**src/rtl/mux4_rr_sel_if.sv**
```systemverilog
// Handshake bundle between the four requesting sources and the mux select generator.
// The slave modport is the arbiter side and the master modport is the source/consumer side.
interface mux4_rr_sel_if;
  logic       en;
  logic [3:0] req;
  logic       done;
  logic       S1;
  logic       S2;
  logic [3:0] gnt;
  logic       valid;

  modport master (output en, req, done, input S1, S2, gnt, valid);
  modport slave  (input en, req, done, output S1, S2, gnt, valid);
endinterface

```
**src/rtl/mux4_rr_sel.sv**
```systemverilog
// Round-robin select-line generator for a 4:1 data mux.
// Each grant has a minimum dwell and an optional forced-release timeout.
module mux4_rr_sel #(
  parameter int DWELL    = 4,
  parameter int MAX_HOLD = 16
) (
  input  logic         clk,
  input  logic         rst_n,
  mux4_rr_sel_if.slave bus
);
  typedef enum logic {IDLE, BUSY} state_t;

  localparam logic [7:0] DWELL_M1 = 8'(DWELL - 1);
  localparam logic [7:0] HOLD_M1  = 8'(MAX_HOLD - 1);

  state_t     state, state_n;
  logic [1:0] last, last_n;
  logic [1:0] sel, sel_n;
  logic [7:0] cnt, cnt_n;
  logic [3:0] gnt_r, gnt_n;
  logic       valid_r, valid_n;

  logic       found;
  logic [1:0] pick;
  logic       rel_ok, tmo;
  logic       grant, drop;

  // While busy, last is the current owner, so one search from last+1 serves
  // both the idle case and the release case; the owner is visited last.
  always_comb begin
    found = 1'b0;
    pick  = last;
    for (int k = 1; k <= 4; k++) begin
      if (!found && bus.req[last + 2'(k)]) begin
        found = 1'b1;
        pick  = last + 2'(k);
      end
    end
  end

  assign rel_ok = (cnt >= DWELL_M1) && (bus.done || !bus.req[last]);
  assign tmo    = (MAX_HOLD != 0) && (cnt == HOLD_M1);

  always_ff @(posedge clk or negedge rst_n) begin
    if (!rst_n) begin
      state   <= IDLE;
      last    <= 2'd3;
      sel     <= 2'd0;
      cnt     <= 8'd0;
      gnt_r   <= 4'b0000;
      valid_r <= 1'b0;
    end else begin
      state   <= state_n;
      last    <= last_n;
      sel     <= sel_n;
      cnt     <= cnt_n;
      gnt_r   <= gnt_n;
      valid_r <= valid_n;
    end
  end

  always_comb begin
    state_n = state;
    last_n  = last;
    sel_n   = sel;
    cnt_n   = cnt;
    gnt_n   = gnt_r;
    valid_n = valid_r;
    grant   = 1'b0;
    drop    = 1'b0;

    case (state)
      IDLE: grant = bus.en && found;
      BUSY: begin
        if (cnt != 8'hFF) cnt_n = cnt + 8'd1;
        if (!bus.en)              drop = 1'b1;
        else if (rel_ok || tmo) begin
          if (found) grant = 1'b1;
          else       drop  = 1'b1;
        end
      end
      default: drop = 1'b1;
    endcase

    if (grant) begin
      state_n = BUSY;
      last_n  = pick;
      sel_n   = pick;
      cnt_n   = 8'd0;
      gnt_n   = 4'b0001 << pick;
      valid_n = 1'b1;
    end else if (drop) begin
      // sel is left alone so the mux keeps its last routing while idle
      state_n = IDLE;
      gnt_n   = 4'b0000;
      valid_n = 1'b0;
    end
  end

  assign bus.S1    = sel[1];
  assign bus.S2    = sel[0];
  assign bus.gnt   = gnt_r;
  assign bus.valid = valid_r;
endmodule

```
**src/flat_wrapper.sv**
```systemverilog
// flat-port wrapper written by rule: the top's interface ports become plain ports
module mux4_rr_sel_flat 
#(
  parameter int DWELL    = 4,
  parameter int MAX_HOLD = 16
)
  (clk, rst_n, bus_en, bus_req, bus_done, bus_S1, bus_S2, bus_gnt, bus_valid);
  mux4_rr_sel_if bus_i ();
  input  logic clk;
  input  logic rst_n;
  input wire logic [$bits(bus_i.en)-1:0] bus_en;
  input wire logic [$bits(bus_i.req)-1:0] bus_req;
  input wire logic [$bits(bus_i.done)-1:0] bus_done;
  output wire logic [$bits(bus_i.S1)-1:0] bus_S1;
  output wire logic [$bits(bus_i.S2)-1:0] bus_S2;
  output wire logic [$bits(bus_i.gnt)-1:0] bus_gnt;
  output wire logic [$bits(bus_i.valid)-1:0] bus_valid;
  assign bus_i.en = bus_en;
  assign bus_i.req = bus_req;
  assign bus_i.done = bus_done;
  assign bus_S1 = bus_i.S1;
  assign bus_S2 = bus_i.S2;
  assign bus_gnt = bus_i.gnt;
  assign bus_valid = bus_i.valid;
  mux4_rr_sel #(.DWELL(DWELL), .MAX_HOLD(MAX_HOLD)) u_core (.clk(clk), .rst_n(rst_n), .bus(bus_i));
endmodule
```
**config.mk**
```make
export PLATFORM = sky130hd
export DESIGN_NAME = mux4_rr_sel_flat
export DESIGN_NICKNAME = d
export VERILOG_FILES = /design/src/rtl/mux4_rr_sel_if.sv /design/src/rtl/mux4_rr_sel.sv /design/src/flat_wrapper.sv
export SDC_FILE = /design/constraint.sdc
export NUM_CORES = 1
export LEC_CHECK = 0
export CAP_MARGIN = 5
export CORE_MARGIN = 3
export CORE_UTILIZATION = 51
export DETAILED_ROUTE_END_ITERATION = 16
export GPL_TIMING_DRIVEN = 0
export PLACE_DENSITY = 0.85
export SLEW_MARGIN = 20
export SYNTH_ARGS = -nofsm -noshare
export SYNTH_HDL_FRONTEND = slang
export SYNTH_SLANG_ARGS = --single-unit
```
**constraint.sdc**
```tcl
create_clock -name clk -period 2.8 [get_ports clk]
set_input_delay 0.84 -clock clk [delete_from_list [all_inputs] [get_ports clk]]
set_output_delay 0.84 -clock clk [all_outputs]
set_load 0.05 [all_outputs]
```
[Word-level counts from Yosys, hierarchy flattened]
Index checks and enable logic that the tools add are counted.
Widths: inputs -> output; s select.
Word-level totals
  word-level logic and storage cells: 64
  bits of input ports: 8
  bits in registers: 17
Operators by class
  order comparisons: 5
  equal/unequal tests: 2
  shift-type cells: 1
  muxes and demuxes: 31
  add/subtract/negate cells: 4
  bitwise gates (word level): 1
  reductions and logical operators: 15
Operators with widths (number)
  $mux 8: 3
  $mux 1: 17
  $lt 2x3->1 const B: 4
  $add 8x1->8 const B: 1
  $bmux 1 s2: 4
  $eq 8x4->1 const B: 1
  $ge 8x2->1 const B: 1
  $mux 2: 4
  $mux 4: 2
  $ne 8x8->1 const B: 1
  $reduce_bool 2->1: 3
  $logic_and 1x1->1: 5
  $add 2x2->2 const B: 2
  $logic_not 1->1: 4
  $shl 1x2->4 const A: 1
  $add 2x1->2 const B: 1
  $logic_or 1x1->1: 2
  $pmux 1 s2: 1
  $reduce_and 2->1: 1
  $not 1->1: 1

[Logic depth before layout (Yosys ltp)]
  word-level depth: 19
  mapped depth: 7

[Worst setup path after synthesis]
Ideal clock, no wire load.
  path type: register to register
  start: register u_core.cnt[6]
  end: register u_core.gnt_r[0] (netlist: u_core.bus.gnt[0])
  cell stages (with the launch flop): 7
  setup time: 0.122 ns
  setup slack: 0.661 ns
  arrival time: 2.018 ns
  path buffers: 1
  cell sequence: dfrtp_1 or4_1 or4_1 a31oi_2 nor2_2 buf_6 a32o_1
On the way
  cells in the longest elaborated chain, start to end: 7
Ends and longest elaborated chain
  from (decl): line mux4_rr_sel.sv:19  | logic [7:0] cnt, cnt_n;
  from (signal assigned): line mux4_rr_sel.sv:56  | cnt <= cnt_n;
  $ge 8x2->1: line mux4_rr_sel.sv:41  | assign rel_ok = (cnt >= DWELL_M1) && (bus.done || !bus.req[last]);
  $logic_and 1x1->1: line mux4_rr_sel.sv:41
  $logic_or 1x1->1 (*): line mux4_rr_sel.sv:77  | else if (rel_ok || tmo) begin
  $mux 1: line mux4_rr_sel.sv:77
  $mux 1: line mux4_rr_sel.sv:76  | if (!bus.en) drop = 1'b1;
  $pmux 1 s2 or $mux 1 (tied branches): line mux4_rr_sel.sv:72  | case (state)
  $mux 4 or $reduce_bool 2->1 (tied branches)
  to (signal assigned): line mux4_rr_sel.sv:57  | gnt_r <= gnt_n;
  to (decl): line mux4_rr_sel.sv:20  | logic [3:0] gnt_r, gnt_n;
Every way passes the cells marked *; elsewhere a longest branch is shown, timed or not.
A chain may end at the register's enable or synchronous reset.

[Worst setup path in the final report]
  start: input bus_req[2]
  end: register u_core.gnt_r[0] (netlist: u_core.bus.gnt[0])
On the way
  cells in the longest elaborated chain, start to end: 17
Ends and longest elaborated chain
  from (decl): line flat_wrapper.sv:12  | input wire logic [$bits(bus_i.req)-1:0] bus_req;
  $bmux 1 s2: line mux4_rr_sel.sv:34  | if (!found && bus.req[last + 2'(k)]) begin
  $mux 1 (implied by the code): line mux4_rr_sel.sv:34
  $mux 1: line mux4_rr_sel.sv:34
  $logic_not 1->1: line mux4_rr_sel.sv:34
  $logic_and 1x1->1: line mux4_rr_sel.sv:34
  $mux 1: line mux4_rr_sel.sv:34
  $logic_not 1->1: line mux4_rr_sel.sv:34
  $logic_and 1x1->1: line mux4_rr_sel.sv:34
  $mux 1: line mux4_rr_sel.sv:34
  $logic_not 1->1: line mux4_rr_sel.sv:34
  $logic_and 1x1->1: line mux4_rr_sel.sv:34
  $mux 1: line mux4_rr_sel.sv:34
  $mux 1: line mux4_rr_sel.sv:78  | if (found) grant = 1'b1;
  $mux 1: line mux4_rr_sel.sv:77
  $mux 1: line mux4_rr_sel.sv:76
  $pmux 1 s2 or $mux 1 (tied branches): line mux4_rr_sel.sv:72
  $mux 4 or $reduce_bool 2->1 (tied branches)
Several ways; a longest one is shown, not always the timed one. The select of a mux whose other input is x is not followed.

==> summary.md <==
| Metric | Value |
|---|---|
| Die Area | 2310 µm² |
| Vias in the first global route | 600 |
| Reported max-cap violation count | 0 |
| Final RePlAce weighted congestion | 0.748 |
| CTS root buffer | clkbuf_4 |
| Multi-input gate area | 444 µm² |
| Synth Register Bits | 17 |
| Pre-antenna DRT Iters | 4 |
| P&R area growth vs syn | 21.9% |
| # nets final | 113 |
| First-pass GRT wire length | 2680 µm |
| Pins Over Slew Limit | 0 |
| Fillers | between 100 and 150 |
| Hold_buf cts | 0 |
| Sink Count | 17 |
| Largest family of logic cells by synthesized area | compound AO/OA/AOI/OAI gates |
| RSZ-0062 raised after global routing | false |
| Worst-margin pin slew | 0.706 ns |
| I/O pin cnt | 15 |
| Total CTS buffers | 3 |
| Pin count of the biggest net entering global routing | 18 |
| Syn_nets | 94 |
| Mapped Cells | 85 |
| Fin Clk Skew | about 0.0056 ns |
| Synth top area cells | dfrtp_1, dfstp_2, xnor2_1, a32o_1, mux2i_1 |
| Post-Synth Adder-Cell Area | 1.39% |
| Most common cell in the netlist | dfrtp_1 |
| Clk slew on worst S/H paths | 0.10 ns |
| Share of cells above drive strength 1 | 10.7% |
| Setup Buffers After CTS | 0 |
| Fmax achieved | 396 MHz |
| Min-delay worst type | flop to flop |
| Vias per inst | approximately 5.4 |
| Final Util | 69.1% |
| Core Region | 1590 µm² |
| Initial cell density of the core | 56.7% |
| Post-synthesis compound-gate area fraction | 16.5% |
| Slew HR | ~53% |
| IO buf count | 14 |
| CTS tree | built |
| Worst VDD drop | 776 µV |
| XOR/XNOR Fraction of Synth Area | just under 7% |
| Total number of vias | 681 |
| Crit Path Category | input port to flop |
| # setup viols final | 0 |
| Tmin final | 2.52 ns |
| Post-CTS sizing | 0 |
| Avg Inst Size Synth | approximately 11 µm² |
| Initial DRC count | 21 |
| Largest area contributor in the netlist | dfrtp_1 |
| Multiplexer share of the synthesized area | 8.17% |
| Top-area cell type share of the netlist area | 41.6% |
| Fin crit share | 90.2% |
| Fraction of the mapped netlist area in simple logic gates | between 10% and 20% |
| DR DRC count | 0 |
| Crit Path Max Fanout | 10 |
| Gr usage total | about 17% |
| Max Buffers Root-to-Sink | 2 |
| Mapped Area | 903 µm² |
| Post-synth ARST share | between 90% and 100% |
| Seq. cell area | ~430 µm² |
| Synth cell types | 30 |
| Die height | roughly 48 µm |
| Worst-Skew Late Latency | 0.28 ns |
| Startpoint Class | input port |
| Hpwl dp | 1290 µm |
| H-tree depth | 1 |
| Routed len/inst | 13.3 µm |
| Final hold slack | 0.495 ns |
| CP Capture Type | flop |
| Initial antenna violation count | 0 |
| Synth Flop Type | dfrtp_1 |
| GRT Residual Overflow | 0 |
| Sequential share of the synthesized area | between 40% and 50% |
| Crit path DAT | 2.71 ns |
| Post-synth EDFFs | 0 |
| Pwr dens | 991 nW/µm² |
| Leak pwr | 0.472 nW |
| Outcome | finished, final reports clean |
| Final Hold Viols | 0 |
| Ant. Diodes | 0 |
| Yosys Warn Count | 0 |
| Post-DRT Antenna Nets | 0 |
| WP data required | just under 3 ns |
| Post-synth top cells | dfrtp_1, nor2_1, nand2_1 |
| Die extent in x | 48.1 µm |
| Total Wirelength | around 1700 µm |
| Num rows | 14 |
==> cell type report <==
class | instances | area share [%]
Multi-Input combinational cell | 62 | 40.3
Sequential cell | 17 | 38.9
Timing Repair Buffer | 14 | 12.7
Tap cell | 24 | 2.73
Clock buffer | 3 | 2.05
Buffer | 2 | 1.48
Inverter | 4 | 1.36
Clock inverter | 1 | 0.455
==> flip-flops by register name (all words and copies together) (netlist names) <==
signal          flops
u_core.sel          2
u_core.last         2
u_core.state        1
u_core.bus.gnt      4
u_core.cnt          8
==> per-layer routing <==
metal  share of wire, %  vias to the layer above  track usage (%)
met5                  0                        -                0
met4               0.59                        0             4.84
met3                4.1                        2             4.51
met2                 45                       14             27.2
met1                 50                      314             22.5
li1                   -                      351                -
==> where the power goes <==
group / leakage, nW / internal [W] / switching [W]
sequential: 0.217 / 0.000338 / 0.0000580
combinational: 0.237 / 0.000221 / 0.000348
clock: 0.0177 / 0.0000530 / 0.0000731
total: 0.472 / 0.000612 / 0.000479
==> worst max-delay path, stage by stage <==
cell and delay (ns):
clkdlybuf4s50_1 0.61, mux2i_1 0.10, or3_1 0.33, a31oi_2 0.27, nor2_2 0.13, buf_6 0.17, a32o_1 0.25
==> cell families (layout without fill, tap and decap cells) <==
group                      after synthesis  count (layout)
xor gates and xnor gates                 7               7
DFF                                     17              17
adders and majority gates                1               1
AOI/OAI and AO/OA                       16              16
buffers and inverters                    6              24
muxes                                    7               7
and+or+nand+nor                         31              31
==> cell usage in the layout, fill, tap and decap left out, drive strengths merged <==
cell / count
dfrtp: 15
clkdlybuf4s50: 14
nor2: 10
nand2: 8
xnor2: 5
inv: 4
mux2i: 4
a32o: 4
a21oi: 3
nor3: 3
or3: 3
mux2: 3
clkbuf: 3
or4: 2
nand3: 2
nand4: 2
xor2: 2
dfstp: 2
buf: 2
a31oi: 2
nand2b: 1
a32oi: 1
o31ai: 1
o41ai: 1
o21ai: 1
a22o: 1
o2bb2ai: 1
a2bb2oi: 1
ha: 1
clkinv: 1
==> final timing paths <==
check	startpoint	end	slack, ns	cells past startpoint
hold reg to reg	u_core.sel[0]$_DFFE_PN0P_	u_core.sel[0]$_DFFE_PN0P_	0.50	1
setup reg to reg	u_core.cnt[6]$_DFFE_PN0P_	u_core.bus.gnt[0]$_DFFE_PN0P_	0.51	6
setup / recovery	bus_req[2]	u_core.bus.gnt[0]$_DFFE_PN0P_	0.28	7
min in group asynchronous	rst_n	u_core.bus.gnt[3]$_DFFE_PN0P_	0.97	1
max in group asynchronous	rst_n	u_core.cnt[3]$_DFFE_PN0P_	1.38	1
hold / removal	u_core.sel[0]$_DFFE_PN0P_	u_core.sel[0]$_DFFE_PN0P_	0.50	1
==> through the flow <==
step | area [µm²] | power, W | setup TNS, ns | std cells | setup WS, ns
3_5_place_dp | 1070 | 0.000972 | -0.000439 | 123 | -0.000439
3_3_place_gp | 1070 | 0.000952 | 0 | 123 | 0.00939
6_report | 1100 | 0.00109 | 0 | 127 | 0.276
5_1_grt | 1100 | 0.00116 | 0 | 127 | 0.199
4_1_cts | 1100 | 0.00110 | 0 | 127 | 0.285
2_1_floorplan | 903 | 0.000805 | 0 | 85 | 0.661
Power figures use the tool's default switching activity.
